`config.mk`:
```
export PLATFORM = sky130hd
export DESIGN_NAME = cpu_sequencer
export DESIGN_NICKNAME = d
export VERILOG_FILES = /design/src/rtl/cpu_pkg.sv /design/src/rtl/cpu_decode.sv /design/src/rtl/cpu_sequencer.sv
export SDC_FILE = /design/constraint.sdc
export NUM_CORES = 1
export LEC_CHECK = 0
export CAP_MARGIN = 0
export CELL_PAD_IN_SITES_DETAIL_PLACEMENT = 0
export CELL_PAD_IN_SITES_GLOBAL_PLACEMENT = 2
export CORE_UTILIZATION = 29
export CTS_CLUSTER_SIZE = 12
export DETAILED_ROUTE_END_ITERATION = 10
export PLACE_DENSITY = 0.84
export SLEW_MARGIN = 30
export SYNTH_ARGS = -nofsm -noshare
export SYNTH_HDL_FRONTEND = slang
export SYNTH_SLANG_ARGS = --single-unit
```
`constraint.sdc`:
```
create_clock -name clk -period 4.1 [get_ports clk]
set_clock_uncertainty 0.05 [all_clocks]
set_input_delay 0.82 -clock clk [delete_from_list [all_inputs] [get_ports clk]]
set_output_delay 0.82 -clock clk [all_outputs]
set_load 0.005 [all_outputs]
```
`src/rtl/cpu_pkg.sv`:
```
// Shared definitions for the 16-bit accumulator CPU: opcodes, sequencer states, default width.
package cpu_pkg;

  localparam int unsigned CpuWidth = 16;
  localparam int unsigned OpWidth  = 4;

  typedef logic [OpWidth-1:0] opcode_t;

  localparam opcode_t OpAdd    = 4'd0;
  localparam opcode_t OpAnd    = 4'd1;
  localparam opcode_t OpXor    = 4'd2;
  localparam opcode_t OpOr     = 4'd3;
  localparam opcode_t OpSl     = 4'd4;
  localparam opcode_t OpSr     = 4'd5;
  localparam opcode_t OpMove   = 4'd6;
  localparam opcode_t OpImm    = 4'd7;
  localparam opcode_t OpIfjump = 4'd8;
  localparam opcode_t OpStore  = 4'd9;

  typedef enum logic [2:0] {
    StIdle,
    StFetch,
    StDecode,
    StData,
    StExec,
    StTrap
  } state_e;

endpackage

```
`src/rtl/cpu_decode.sv`:
```
// Opcode classifier: splits the 4-bit opcode into the instruction classes the sequencer needs.
module cpu_decode
  import cpu_pkg::*;
(
  input  opcode_t op_i,
  output logic    is_load_o,
  output logic    is_store_o,
  output logic    is_imm_o,
  output logic    is_jump_o,
  output logic    is_illegal_o
);

  // Classify opcode; everything above STORE is an illegal-opcode trap.
  always_comb begin
    is_load_o    = 1'b0;
    is_store_o   = 1'b0;
    is_imm_o     = 1'b0;
    is_jump_o    = 1'b0;
    is_illegal_o = 1'b0;
    case (op_i)
      OpAdd, OpAnd, OpXor, OpOr, OpSl, OpSr, OpMove: is_load_o  = 1'b1;
      OpImm:                                         is_imm_o   = 1'b1;
      OpIfjump:                                      is_jump_o  = 1'b1;
      OpStore:                                       is_store_o = 1'b1;
      default:                                       is_illegal_o = 1'b1;
    endcase
  end

endmodule

```
`src/rtl/cpu_sequencer.sv`:
```
// Multi-cycle control FSM for the accumulator CPU. Owns PC, IR and the memory data register,
// and time-shares one single-port memory between instruction fetch and data access.
module cpu_sequencer
  import cpu_pkg::*;
#(
  parameter int unsigned   N        = CpuWidth,
  parameter logic [N-1:0]  RESET_PC = '0
) (
  input  logic         clk,
  input  logic         rst_n,
  input  logic         run_en,
  output logic         mem_req,
  output logic         mem_we,
  output logic [N-1:0] mem_addr,
  output logic [N-1:0] mem_wdata,
  input  logic [N-1:0] mem_rdata,
  input  logic         mem_ack,
  input  logic [N-1:0] acc_in,
  input  logic [N-1:0] offset_in,
  output logic [3:0]   alu_op,
  output logic [N-1:0] alu_b,
  output logic         acc_we,
  output logic [N-1:0] pc,
  output logic         retired,
  output logic         illegal
);

  state_e       state_q, state_d;
  logic [N-1:0] pc_q, pc_d;
  logic [N-1:0] ir_q, ir_d;
  logic [N-1:0] mdr_q, mdr_d;
  logic         illegal_q, illegal_d;

  opcode_t      op;
  logic [N-1:0] imm_ext;
  logic [N-1:0] pc_inc;
  logic [N-1:0] data_addr;
  state_e       retire_state;

  logic is_load, is_store, is_imm, is_jump, is_illegal;

  assign op           = ir_q[N-1:N-OpWidth];
  assign imm_ext      = {{OpWidth{1'b0}}, ir_q[N-OpWidth-1:0]};
  assign pc_inc       = pc_q + N'(1);
  // Offset addition wraps naturally at N bits.
  assign data_addr    = imm_ext + offset_in;
  assign retire_state = run_en ? StFetch : StIdle;

  assign pc      = pc_q;
  assign illegal = illegal_q;

  cpu_decode u_decode (
    .op_i         (op),
    .is_load_o    (is_load),
    .is_store_o   (is_store),
    .is_imm_o     (is_imm),
    .is_jump_o    (is_jump),
    .is_illegal_o (is_illegal)
  );

  // Next-state and output decode; every output idles at zero.
  always_comb begin
    state_d   = state_q;
    pc_d      = pc_q;
    ir_d      = ir_q;
    mdr_d     = mdr_q;
    illegal_d = illegal_q;
    mem_req   = 1'b0;
    mem_we    = 1'b0;
    mem_addr  = '0;
    mem_wdata = '0;
    alu_op    = '0;
    alu_b     = '0;
    acc_we    = 1'b0;
    retired   = 1'b0;

    unique case (state_q)
      StIdle: begin
        if (run_en) state_d = StFetch;
      end

      StFetch: begin
        mem_req  = 1'b1;
        mem_addr = pc_q;
        if (mem_ack) begin
          ir_d    = mem_rdata;
          state_d = StDecode;
        end
      end

      StDecode: begin
        if (is_imm) begin
          acc_we  = 1'b1;
          alu_op  = OpImm;
          alu_b   = imm_ext;
          pc_d    = pc_inc;
          retired = 1'b1;
          state_d = retire_state;
        end else if (is_jump) begin
          pc_d    = (acc_in != '0) ? imm_ext : pc_inc;
          retired = 1'b1;
          state_d = retire_state;
        end else if (is_load || is_store) begin
          state_d = StData;
        end else if (is_illegal) begin
          illegal_d = 1'b1;
          state_d   = StTrap;
        end
      end

      StData: begin
        mem_req   = 1'b1;
        mem_we    = is_store;
        mem_addr  = data_addr;
        mem_wdata = acc_in;
        if (mem_ack) begin
          if (is_store) begin
            pc_d    = pc_inc;
            retired = 1'b1;
            state_d = retire_state;
          end else begin
            mdr_d   = mem_rdata;
            state_d = StExec;
          end
        end
      end

      StExec: begin
        acc_we  = 1'b1;
        alu_op  = op;
        alu_b   = mdr_q;
        pc_d    = pc_inc;
        retired = 1'b1;
        state_d = retire_state;
      end

      // Terminal until reset; PC keeps the faulting address.
      StTrap: begin
        state_d = StTrap;
      end

      default: begin
        state_d = StIdle;
      end
    endcase
  end

  // State and architectural registers; reset abandons any request in flight.
  always_ff @(posedge clk or negedge rst_n) begin
    if (!rst_n) begin
      state_q   <= StIdle;
      pc_q      <= RESET_PC;
      ir_q      <= '0;
      mdr_q     <= '0;
      illegal_q <= 1'b0;
    end else begin
      state_q   <= state_d;
      pc_q      <= pc_d;
      ir_q      <= ir_d;
      mdr_q     <= mdr_d;
      illegal_q <= illegal_d;
    end
  end

endmodule
```
Yosys cells after proc, flatten, opt, wreduce, memory -nomap -nowiden

Cells that the tools add are included.

Flip-flop bits (word level): 52
Bits of input ports: 52
Logic and storage cells: 80
Output and inout bits: 73

Reduce and logical (&&, ||, !) cells: 13
Equality and inequality tests: 20
Multiplexer cells: 35
Add/sub/neg operators: 2
Bitwise operators: 5

Operator list:

| operator                                                              | count |
|---|---|
| 16-bit two-way mux                                                    | 6 |
| 16-bit one-hot mux with 2 select lines                                | 2 |
| 16-bit one-hot mux with 3 select lines                                | 1 |
| 3-bit two-way mux                                                     | 9 |
| 3-bit one-hot mux with 6 select lines                                 | 1 |
| 12-bit by 16-bit adder with 16-bit output                             | 1 |
| 16-bit by 1-bit adder with 16-bit output, second input constant       | 1 |
| 4-bit by 3-bit equality test with 1-bit output, second input constant | 4 |
| 16-bit nonzero test                                                   | 1 |
| 1-bit two-way mux                                                     | 12 |
| 12-bit two-way mux                                                    | 1 |
| 10-bit OR reduction                                                   | 1 |
| 4-bit by 2-bit equality test with 1-bit output, second input constant | 2 |
| 4-bit equality test, second input constant                            | 2 |
| 2-bit inequality test, second input constant                          | 4 |
| 4-bit one-hot mux with 2 select lines                                 | 1 |
| 4-bit AND reduction                                                   | 2 |
| 7-bit OR reduction                                                    | 1 |
| 3-bit by 2-bit equality test with 1-bit output, second input constant | 2 |
| 3-bit equality test, second input constant                            | 2 |
| 5-bit inequality test, second input constant                          | 1 |
| 1-bit NOT                                                             | 5 |
| 5-bit AND reduction                                                   | 1 |
| 4-bit by 1-bit equality test with 1-bit output, second input constant | 1 |
| 11 further kinds                                                      | 11 |

Depth between registers and ports, before layout

Gate-level depths: netlist of run 1.

Depth in word-level cells: 8
Gate-level depth with buffers: 9
Gate-level depth less buffers: 9

Cells and area by module

A second synthesis of run 1 with hierarchy kept.

Cell total of the unflattened synthesis: 418
Area total of the unflattened synthesis: 3754.9 µm²

Modules (own cells, without submodules):

| module        | sequential area each (µm²) | instances | area an instance (µm²) | cells an instance |
|---|---|---|---|---|
| cpu_sequencer | 1301.2                     | 1         | 3702.3                 | 413 |
| cpu_decode    | 0.0                        | 1         | 52.6                   | 5 |

Worst setup path after synthesis of run 1

Ideal clock, no wire load.

Path type: input -> output
From: in offset_in[1]
To: out mem_addr[13]
Slack: 912 ps
Required time: 3230 ps
Path buffers: 0
Cell stages on the path: 7
Arrival: 2318 ps
Cell sequence: ha_1 a211oi_1 o211ai_1 a31oi_1 o21ai_0 and4_1 nor3_1

Cells in the longest elaborated chain, start to end: 2

RTL lines:

| element                                   | RTL line            | text |
|---|---|---|
| from (decl)                               | cpu_sequencer.sv:19 | `input logic [N-1:0] offset_in,` |
| 12-bit by 16-bit adder with 16-bit output | cpu_sequencer.sv:46 | `assign data_addr = imm_ext + offset_in;` |
| 16-bit one-hot mux with 2 select lines    | cpu_sequencer.sv:77 | `unique case (state_q)` |
| to (decl)                                 | cpu_sequencer.sv:14 | `output logic [N-1:0] mem_addr,` |

Every way passes these cells.

Final worst setup path of run 1

From: in offset_in[2]
To: out mem_addr[12]

Same word-level chain as after synthesis.

==> results.yml, run 1 <==
yosys:
  ys.flop_type: "dfrtp_1"
  synthDistinctLibCells: 55
  avgSynthCellArea_um2: 9.21
  synth-seq-cells: 52
  ys_warn_count: 0
  syn_nets: 463
  seq_area_frac_synth: 0.356
  synth_edf_count: 0
  synth-async-reset-ratio: 1.00
  synth_area_um2: 3650
  syn_inst: 397
cts:
  clockRootBuffer: "clkbuf_16"
  cts_tree: "done"
  clk-insertion-delay-late_ns: 0.29
  cts_buffers: 5
  cts.clk_slew.worst_paths_ns: 0.07
  holdBufCountCts: 0
  htree_levels: 2
  cts_sinks: 52
  clockBufferDepth: 2
setup_path:
  r2r_end: "mdr_q[7]$_DFFE_PN0P_"
  reg2regPathDepth: 6
  crit_end: "mem_addr[12]"
  cp.required_ns: 3.23
  reg2reg_setup_slack_ns: 1.28
  crit_fanout: 4
  critPathLaunchType: "primary input"
  cp.arrival_ns: 3.07
  r2r_start: "state_q[0]$_DFFE_PN0P_"
  startpoint: "offset_in[2]"
  path_class: "in -> out"
  cp-end-kind: "output pin"
worst_hold_path:
  hp-class: "reg -> reg"
  hold_depth: 1
timing:
  setup_viol: 0
  worst_pin_slew_ns: 0.806
  fmax_mhz: 254
  slew_headroom: 0.463
  setup_slack_ns: 0.160
  post-route-min-period_ns: 3.94
  holdWs_ns: 0.435
  finalHoldViolCount: 0
  rsz0062_at_grt: "false"
  fin_crit_sh: 0.961
  report.final.slew_viol_count: 0
finish:
  nets: 600
  nFillCells: 1235
  final_cell_mix: "clkdlybuf4s50_1, dfrtp_1, buf_4, nor2_1, a21oi_1"
  n_antenna_cell: 0
  drive_above_1_share: 0.157
  final_common_cell: "clkdlybuf4s50_1"
  syn_to_final_growth_pct: 47.8
grt:
  grt.total_usage: 0.171
  grt_pass1_wl_um: 17600
  grt_pass1_vias: 3454
  overflow: 0
  antenna_found_initial: 0
  grt_max_degree: 52
routing:
  ant_nets: 0
  drt-wirelength-per-cell_um: 15.9
  wl_um: 11200
  dr_total_vias: 3554
  route.detailed.drc: 0
  first_pass_iters: 4
  vias_per_cell: 5.06
  first_iter_violations: 173
power:
  p_per_area_nw_per_um2: 701
  switchingPower_w: 0.00156
  p_leak_nw: 2.27
  p_clk_frac: 0.116
  pwr-share-comb: 0.601
  ir_worst_vdd_uv: 280
  p_sw_frac: 0.413
  p_int_w: 0.00223
  sequentialPowerShare: 0.283
run:
  drv_cap: 0
floorplanning:
  die_h_um: 114
  die_w_um: 114
  fp.dieArea_um2: 13100
  core_um2: 12200
  initial_core_util: 0.301
  rows: 40
  ios: 125
placement:
  place_ws_ns: -0.383
  dp_hpwl_um: 8270
  gp_congestion: 0.808
  portBuffers: 124
run_status:
  status: "complete, no violations"
[cell usage after synthesis, types with 6 or more instances]
cell      number  area share
nand2b_1       8       0.014
and3_1        22       0.038
nand3_1       12       0.016
a22o_1        13       0.031
mux2i_1        8       0.022
nor2_1        27       0.028
mux2_2        21       0.065
nor2b_1        8       0.014
mux2_1        10       0.031
clkbuf_1      12       0.012
xnor2_1        7       0.017
and2_1         7       0.012
buf_2          7      0.0096
dfrtp_1       52        0.36
o21ai_0       26       0.036
inv_1          8      0.0082
nor3_1        10       0.014
nand2_1       17       0.017
o21a_1         6       0.012
a21oi_1       27       0.037
ha_1          13       0.045
[per-stage QoR]
stage          area, um2  utilization  cells  TNS (ns)  power [W]
5_1_grt             5400        0.444    703         0    0.00411
6_report            5400        0.444    703         0    0.00379
3_5_place_dp        5160        0.425    689     -1.60    0.00332
3_3_place_gp        5160        0.425    689     -1.41    0.00328
4_1_cts             5350        0.440    700         0    0.00380
2_1_floorplan       3650            -    397         0    0.00232
[per-layer routing]
layer | global-route usage | vias up | share of wire
met5 | 0 | - | 0
met4 | 0.0312 | 0 | 0.0053
met3 | 0.0286 | 7 | 0.047
met2 | 0.282 | 84 | 0.47
met1 | 0.237 | 1709 | 0.48
li1 | - | 1754 | -
[cells by family (layout without fill, tap and decap cells)]
logic type,count (synthesis),after routing,synth area share
AND/OR/NAND/NOR,134,134,0.200
AO/OA/AOI/OAI,116,116,0.215
flip-flops,52,52,0.356
multiplexers,39,39,0.117
buffers and inverters,33,171,0.0404
adder cells (fa/ha/maj),14,14,0.0500
XOR/XNOR,9,9,0.0216
[state kept, by name, indices dropped and copies added (netlist names)]
name	cells
illegal	1
mdr_q	16
state_q	3
pc	16
ir_q	16
[worst min-delay path by stage]
| stage | end | slack [ns] | startpoint |
|---|---|---|---|
| 6_report | illegal$_DFFE_PN0P_ | 0.43 | illegal$_DFFE_PN0P_ |
| 5_1_grt | illegal$_DFFE_PN0P_ | 0.45 | illegal$_DFFE_PN0P_ |
| 4_1_cts | illegal$_DFFE_PN0P_ | 0.44 | illegal$_DFFE_PN0P_ |
| 3_5_place_dp | illegal$_DFFE_PN0P_ | 0.42 | illegal$_DFFE_PN0P_ |
| 3_3_place_gp | mdr_q[14]$_DFFE_PN0P_ | 0.42 | mdr_q[14]$_DFFE_PN0P_ |
| 2_1_floorplan | mdr_q[12]$_DFFE_PN0P_ | 0.41 | mdr_q[12]$_DFFE_PN0P_ |
[critical path, stage by stage]
cell	delay, ns
clkdlybuf4s50_1	0.40
ha_1	0.34
nor2b_2	0.18
o31a_1	0.28
buf_4	0.15
o211ai_1	0.16
buf_4	0.15
a21oi_1	0.07
xnor2_1	0.13
a21oi_1	0.15
clkdlybuf4s15_2	0.22
[cell type report]
class | count | area (um2) | share of cell area
multi-input combinational | 312 | 2240 | 0.415
timing repair buffer | 153 | 1460 | 0.270
sequential | 52 | 1300 | 0.241
tap | 168 | 210 | 0.0389
clock buffer | 5 | 125 | 0.0232
inverter | 10 | 37.5 | 0.00695
clock inverter | 3 | 28.8 | 0.00533
[power by group through the flow]
stage | Combinational [W] | Sequential [W] | Clock, W
after floorplan | 0.00137 | 0.000957 | 0
after global placement | 0.00221 | 0.00107 | 0
after detailed placement | 0.00224 | 0.00108 | 0
after CTS | 0.00227 | 0.00107 | 0.000457
after global routing | 0.00251 | 0.00112 | 0.000477
final | 0.00228 | 0.00107 | 0.000441
[timing repair]
item | CTS | global route
setup endpoints to repair | 9 | 8
pin swaps | 9 | 11
resized for setup | 14 | 16
buffers inserted | 3 | 3
cloned | 0 | 0
endpoints found under the hold margin | 0 | 0
Note: power is estimated with default switching activity, not from simulation.
==> run 2, diff against run 1 <==
ABC_AREA = 1   (was unset)
CORE_UTILIZATION = 26   (was 29)
PLACE_DENSITY = 0.83   (was 0.84)
==> run 2 against run 1 <==
Largest cell class unchanged. Critical path type unchanged. Highest routed layer unchanged. Clock power is essentially flat. Critical endpoint is now mem_addr[9]. Sequential share of layout area shrank 0.77 points. Combinational power shrank 11%. Largest power group unchanged. Routed wire length grew 22%.
==> results.yml, run 2 <==
floorplanning:
  fp.dieArea_um2: 15900
  core_um2: 15100
  initial_core_util: 0.265
  die_w_um: 126
  rows: 45
  die_h_um: 126
  ios: 125
yosys:
  ys_warn_count: 0
  synth_top_family_by_area: "simple AND/OR/NAND/NOR gates"
  synthAdderAreaFrac: 0.0455
  syn_nets: 702
  avgSynthCellArea_um2: 6.31
  synth_area_um2: 4010
  synthDistinctLibCells: 33
  synth-async-reset-ratio: 1.00
  synth_simple_gate_area_frac: 0.372
  synth.most_common_cell: "nand2_1"
  synth_top_area_frac: 0.324
  syn_inst: 636
  synth_area_leaders: "dfrtp_1, nand2_1, inv_1"
  seq_area_frac_synth: 0.324
  synth_edf_count: 0
  synth_compound_area_frac: 0.110
  yosysTopAreaCell: "dfrtp_1"
  synth-seq-cells: 52
  muxShareOfSynthArea: 0
  synthTopCellsByCount: "nand2_1, inv_1, o21ai_0, nor2_1, nand3_1"
  synthXorXnorAreaFrac: 0.0153
  ys.flop_type: "dfrtp_1"
finish:
  nets: 818
  drive_above_1_share: 0.0438
  final_common_cell: "nand2_1"
  register_area_um2: 1300
  nFillCells: 1637
  stdcell_count: 941
  syn_to_final_growth_pct: 39.1
  final_cell_mix: "nand2_1, clkdlybuf4s50_1, inv_1, o21ai_0, nor2_1"
  utilization: 0.369
  n_antenna_cell: 0
  stdcell_area_um2: 5580
  multi_input_area_um2: 2200
setup_path:
  reg2reg_setup_slack_ns: 1.90
  cp-end-kind: "output pin"
  crit_fanout: 4
  cp.arrival_ns: 3.06
  path_class: "in -> out"
  cp.required_ns: 3.23
  critPathLaunchType: "primary input"
cts:
  cts_buffers: 5
  htree_levels: 2
  cts_sinks: 52
  clk-insertion-delay-late_ns: 0.29
  cts_tree: "done"
  cts.clk_slew.worst_paths_ns: 0.07
  post_cts_resized: 0
  holdBufCountCts: 0
  clockRootBuffer: "clkbuf_16"
  post_cts_buffers: 0
  clockBufferDepth: 2
routing:
  met2_length_um: 6020
  met3_length_um: 547
  route.detailed.drc: 0
  ant_nets: 0
  dr_total_vias: 4307
  vias_per_cell: 4.58
  wl_um: 13600
  top_layer_used: "met4"
  met1_length_um: 6890
  drt-wirelength-per-cell_um: 14.5
  first_iter_violations: 288
  first_pass_iters: 5
timing:
  rsz0062_at_grt: "false"
  report.final.slew_viol_count: 0
  post-route-min-period_ns: 3.93
  worst_pin_slew_ns: 0.731
  fin_setup_tns_ns: 0
  fmax_mhz: 255
  finalHoldViolCount: 0
  slew_headroom: 0.512
  setup_viol: 0
  fin_crit_sh: 0.958
power:
  ir_worst_vdd_uv: 231
  pwr-share-comb: 0.583
  p_per_area_nw_per_um2: 619
  p_int_w: 0.00185
  p_sw_frac: 0.463
  sequentialPowerShare: 0.288
  p_leak_nw: 2.79
  p_clk_frac: 0.128
  switchingPower_w: 0.00160
grt:
  overflow: 0
  grt.total_usage: 0.173
  grt_max_degree: 33
  grt_pass1_vias: 4061
  antenna_found_initial: 0
  grt_pass1_wl_um: 21700
placement:
  dp_hpwl_um: 10800
  place_area_um2: 5410
  gp_congestion: 0.825
  dp.cells: 933
  portBuffers: 124
worst_hold_path:
  hp-class: "reg -> reg"
run:
  drv_cap: 0
run_status:
  status: "complete, no violations"
-- run 2: layer usage --
layer | vias to the layer above | global-route usage
li1 | 2210 | -
met1 | 1970 | 0.252
met2 | 120 | 0.272
met3 | 7 | 0.0204
met4 | 0 | 0.0397
met5 | - | 0
-- run 2: path summary, 6_finish.rpt --
path	startpoint	end	cells after the start
max in group asynchronous	rst_n	ir_q[7]$_DFFE_PN0P_	2
min in group asynchronous	rst_n	mdr_q[11]$_DFFE_PN0P_	1
min	illegal$_DFFE_PN0P_	illegal$_DFFE_PN0P_	1
min reg2reg	illegal$_DFFE_PN0P_	illegal$_DFFE_PN0P_	1
max reg2reg	state_q[1]$_DFFE_PN0P_	pc[14]$_DFFE_PN0P_	8
max	offset_in[2]	mem_addr[9]	11
-- run 2: worst max-delay path: stages --
cell and delay, ns:
clkdlybuf4s50_1 0.42, ha_1 0.38, inv_1 0.08, nand2_1 0.10, nand3_1 0.09, nand2_1 0.16
nand2_1 0.09, nand3_1 0.07, nand3_1 0.10, o21ai_0 0.16, clkdlybuf4s50_1 0.57
-- run 2: logic make-up (layout without fill, tap and decap cells) --
family / Yosys count / count (layout)
and+or+nand+nor: 343 / 343
buffers and inverters: 134 / 251
AOI/OAI and AO/OA: 86 / 86
DFF: 52 / 52
adders and majority gates: 14 / 14
xor gates and xnor gates: 7 / 7
-- run 2: through the flow --
step                power (W)  setup WS, ns  hold slack, ns
finish                0.00346         0.172           0.421
CTS                   0.00348        0.0365           0.426
global route          0.00381        0.0117           0.462
detailed placement    0.00302        0.0423           0.408
global placement      0.00301        0.0485           0.415
floorplan             0.00213          1.24           0.403
-- run 2: power by group through the flow --
stage	Sequential [W]	Clock, W	Combinational [W]
after global placement	0.00101	0	0.00201
after detailed placement	0.00101	0	0.00201
after floorplan	0.000928	0	0.00121
final	0.000996	0.000444	0.00202
after CTS	0.00100	0.000459	0.00202
after global routing	0.00104	0.000485	0.00228
-- run 2: cell type report --
| cell class | count | share of cell area |
|---|---|---|
| Clock buffer | 6 | 0.0249 |
| Clock inverter | 2 | 0.00247 |
| Inverter | 116 | 0.0780 |
| Multi-Input combinational cell | 450 | 0.393 |
| Sequential cell | 52 | 0.233 |
| Tap cell | 188 | 0.0421 |
| Timing Repair Buffer | 127 | 0.226 |
==> RTL edit 1, RTL diff (config.mk and constraints of run 2) <==
`CpuWidth`: 16 -> 32.
--- a/src/rtl/cpu_pkg.sv
+++ b/src/rtl/cpu_pkg.sv
@@ -2,5 +2,5 @@
 package cpu_pkg;
 
-  localparam int unsigned CpuWidth = 16;
+  localparam int unsigned CpuWidth = 32;
   localparam int unsigned OpWidth  = 4;
 
Ports: changed (7 resized); port bits go from 125 to 237. No check against the original RTL was run, so the function may have changed too.
==> RTL edit 1 against run 2 <==
Area after synthesis rose by 110%; cell area increased by 120%; via count up 120%; synthesized cell count is 120% higher; total power grew 130%; combinational power grew to 2.5 times the old value; sequential cell count increased by 48; worst setup slack got worse by 110 ps; clock power grew 110%; routed wire length grew to 2.6 times the old value.
==> RTL edit 1: results (changes against run 2) <==
[layout]
clock_buffers = 13  ; was 6
buffer_area_frac = 0.2360  ; was 0.2260
drive_gt1_frac = 0.1140  ; was 0.04382
n_all_inverters = 258  ; was 116
n_fill_cell = 3453  ; was 1637
multi_input_area_um2 = 5259  ; was 2196 um2
nonClockBufferCount = 308  ; was 127
finalNetCount = 1818  ; was 818
clk_share = 0.02425  ; was 0.02735
sh_seq_area = 0.1996  ; was 0.2331
multi_input_gates = 1011  ; was 450

[global_route]
grt_max_degree = 65  ; was 33
grt_pass1_vias = 9169  ; was 4061
met2_usage = 0.3362  ; was 0.2723
grt_use_total = 0.2117  ; was 0.1734
grt.met1_usage = 0.3004  ; was 0.2524
met3_usage = 0.02694  ; was 0.02039
grt_pass1_wl_um = 53010  ; was 21690 um

[clock_network]
htreeDepth = 3  ; was 2
cts_sinks = 100  ; was 52
clk_latency_ps = 360  ; was 290 ps
postCtsSetupBuffers = 2  ; was 0

[routing]
via_per_inst = 4.488  ; was 4.577
avgRoutedWirePerCell_um = 16.73  ; was 14.47 um
firstDrtPassIters = 7  ; was 5
dr_wl_met3_um = 1585  ; was 547 um
wl_met1_um = 17580  ; was 6885 um
drt-initial-drc-count = 610  ; was 288

[setup_path]
max_stage_delay_ps = 500  ; was 570 ps
crit_family = simple AND/OR/NAND/NOR gates  ; was buffers and inverters
reg2reg_depth = 10  ; was 8
r2r_start = state_q[0]  ; was state_q[1]
critPathLaunch = offset_in[0]  ; was offset_in[2]
r2r-end = pc[15]  ; was pc[14]
r2r_slack_ps = 1550  ; was 1900 ps
crit_arrival_ps = 3170  ; was 3060 ps
endpoint = mem_addr[28]  ; was mem_addr[9]

[pwr]
ir_worst_vdd_mv = 0.3125  ; was 0.2312 mV
p_comb_mw = 5.10  ; was 2.02 mW
swShare = 0.4866  ; was 0.4634
p_clk_mw = 0.916  ; was 0.444 mW

[sta]
period_share = 0.9858  ; was 0.9581
slew_headroom = 0.5077  ; was 0.5118

[synth]
yosysSeqAreaShare = 0.2960  ; was 0.3242
synth_area_leaders = dfrtp_1 30%, nand2_1 22%, inv_1 11%  ; was dfrtp_1 32%, nand2_1 18%, inv_1 11%
synth_common_cells = 501 x nand2_1, 251 x inv_1, 128 x nor2_1  ; was 193 x nand2_1, 114 x inv_1, 63 x o21ai_0
syn-num-nets = 1536  ; was 702

[placement]
place.gp.congestion = 0.8651  ; was 0.8252
post-dp-hpwl_um = 28560  ; was 10820 um
portBuffers = 236  ; was 124

[worst_hold_path]
hold_path_class = input pin to asynchronous set/reset pin  ; was register to register

[outcome]
status = finished clean  ; unchanged

[RTL edit 1: changes by cell type in the layout (fill, tap and decap cells not counted), sizes merged, moves of 39 or more]
cell	delta
inv	+142
nand3	+39
o21ai	+44
dfrtp	+48
clkdlybuf4s50	+92
buf	+69
nand2	+311
nor2	+74
[RTL edit 1: logic make-up after synthesis]
| kind of cell | Yosys count | synth area share |
|---|---|---|
| simple gates | 795 | 0.3962 |
| compound gates | 174 | 0.1138 |
| fa+ha+maj | 30 | 0.04529 |
| buf+inv | 295 | 0.1363 |
| flops | 100 | 0.2960 |
| xor+xnor | 12 | 0.01243 |
[RTL edit 1: metrics by stage]
step	power, mW	instance area, um2	hold slack (ps)	cells
global route	8.813	12540	453.2	2128
CTS	7.882	12130	436.2	2128
detailed placement	6.878	11720	408.1	2110
global placement	6.844	11720	410.5	2110
floorplan	4.433	8454	403.0	1406
finish	8.104	12540	374.4	2128
==> RTL edit 2, RTL diff (flow settings as in run 2) <==
Made on the original files. Reset style: synchronous (`rst_n`), changed in one clocked block.
--- a/src/rtl/cpu_sequencer.sv
+++ b/src/rtl/cpu_sequencer.sv
@@ -147,5 +147,5 @@
 
   // State and architectural registers; reset abandons any request in flight.
-  always_ff @(posedge clk or negedge rst_n) begin
+  always_ff @(posedge clk) begin
     if (!rst_n) begin
       state_q   <= StIdle;
Function: differs if rst_n is asserted again (counterexample within 4 cycles, from zero or initial values and one cycle with rst_n low); with rst_n held inactive, the same outputs for 4 cycles.
==> RTL edit 2 against run 2 <==
Worst setup slack better by 3.4 ps; sequential cell count unchanged; largest cell class unchanged; hold slack worse by 21 ps; area after synthesis fell by 4.7%; routed wire length is 0.72% lower; cell area shrank 3.5%; critical path type unchanged.
Power is not compared: it rests on default switching activity, and its combinational part moved more than twofold at a synthesized area within 25%.
==> RTL edit 2: results (changes against run 2) <==
[synth]
syn-num-nets = 715  ; was 702
yosysUniqueCellTypes = 35  ; was 33
synth_area_leaders = dfxtp_1 27%, nand2_1 16%, inv_1 10%  ; was dfrtp_1 32%, nand2_1 18%, inv_1 11%
yosysSeqAreaShare = 0.2723  ; was 0.3242
synth_flop_cell = dfxtp_1  ; was dfrtp_1
synth_common_cells = 158 x nand2_1, 102 x inv_1, 80 x nor2_1  ; was 193 x nand2_1, 114 x inv_1, 63 x o21ai_0
synthArstFlopShare = 0  ; was 1.000
syn-instance-count = 649  ; was 636
yosysWarnings = 0  ; unchanged

[sta]
slew_headroom = 0.4924  ; was 0.5118
setup_viol = 0  ; unchanged
timing.hold.ws_ps = 399.9  ; was 421.1 ps
period_share = 0.9573  ; was 0.9581

[global_route]
grt.met1_usage = 0.2476  ; was 0.2524
grt_pass1_wl_um = 21160  ; was 21690 um
grt_use_total = 0.1791  ; was 0.1734
met2_usage = 0.2902  ; was 0.2723
grt_max_degree = 33  ; unchanged
grt_pass1_vias = 4220  ; was 4061
antenna_found_initial = 0  ; unchanged
met3_usage = 0.02260  ; was 0.02039

[clock_network]
path_clk_slew_ps = 60
clk_latency_ps = 290  ; about the same
cts-root-buf = clkbuf_16  ; unchanged
cts_buffers = 5  ; unchanged

[worst_hold_path]
hold_depth = 2  ; was 1
hp-start = mdr_q[10]  ; was illegal
hold_path_class = register to register  ; unchanged
min_to = mdr_q[10]  ; was illegal

[layout]
drive_gt1_frac = 0.04183  ; was 0.04382
finalNetCount = 830  ; was 818
final_cell_count_no_fill = 945  ; was 941
n_fill_cell = 1542  ; was 1637

[routing]
drt-initial-drc-count = 266  ; was 288
avgRoutedWirePerCell_um = 14.30  ; was 14.47 um
dr_wl_met3_um = 761  ; was 547 um
routed-via-count = 4432  ; was 4307
firstDrtPassIters = 5  ; unchanged
wl_met1_um = 6573  ; was 6885 um
wl_met2_um = 5986  ; was 6019 um

[placement]
pre_cts_ws_ps = 98.65  ; was 42.34 ps
post-dp-hpwl_um = 10560  ; was 10820 um
dpl_cell_area_um2 = 5207  ; was 5409 um2
place.gp.congestion = 0.8765  ; was 0.8252
dp_cells = 937  ; was 933
portBuffers = 124  ; unchanged

[outcome]
status = finished clean  ; unchanged

[pwr]
p_comb_frac = 0.371
p_clk_mw = 0.473

[setup_path]
cp_slowest_cell = clkdlybuf4s50_1  ; unchanged
reg2reg_depth = 5  ; was 8
r2r-end = mdr_q[14]  ; was pc[14]
endpoint = mem_addr[15]  ; was mem_addr[9]
crit_arrival_ps = 3050  ; was 3060 ps
r2r_start = state_q[0]  ; was state_q[1]
worstPathMaxFanout = 5  ; was 4
max_stage_delay_ps = 530  ; was 570 ps
critPathLaunch = offset_in[6]  ; was offset_in[2]
r2r_slack_ps = 1690  ; was 1900 ps

RTL edit 2: cell count changes after synthesis, moves of 6 or more:
cell and change:
nor2_1 +21, dfxtp_1 +52, nand2_1 -35, inv_1 -12, o22ai_1 +6, dfrtp_1 -52, a21oi_1 +38
RTL edit 2: final cells by class:
type                       count  area [um2]  area share
clock buffer                   6       128.9     0.02394
clock inverter                 2       35.03    0.006507
inverter                     106       397.9     0.07390
multi-input combinational    471        2285      0.4244
sequential                    52        1041      0.1934
tap                          180       225.2     0.04183
timing repair buffer         128        1271      0.2361
RTL edit 2: cell families (layout without fill, tap and decap cells):
kind of cell | Yosys count | count (layout) | share of synthesized area
compound gates | 127 | 127 | 0.1718
xor+xnor | 3 | 3 | 0.006873
flops | 52 | 52 | 0.2723
buf+inv | 126 | 242 | 0.1335
fa+ha+maj | 14 | 14 | 0.04778
simple gates | 327 | 327 | 0.3678
RTL edit 2: repair_timing:
action,in CTS,in global routing
setup endpoints to repair,0,3
hold endpoints to repair,0,0
gates resized for setup,0,5
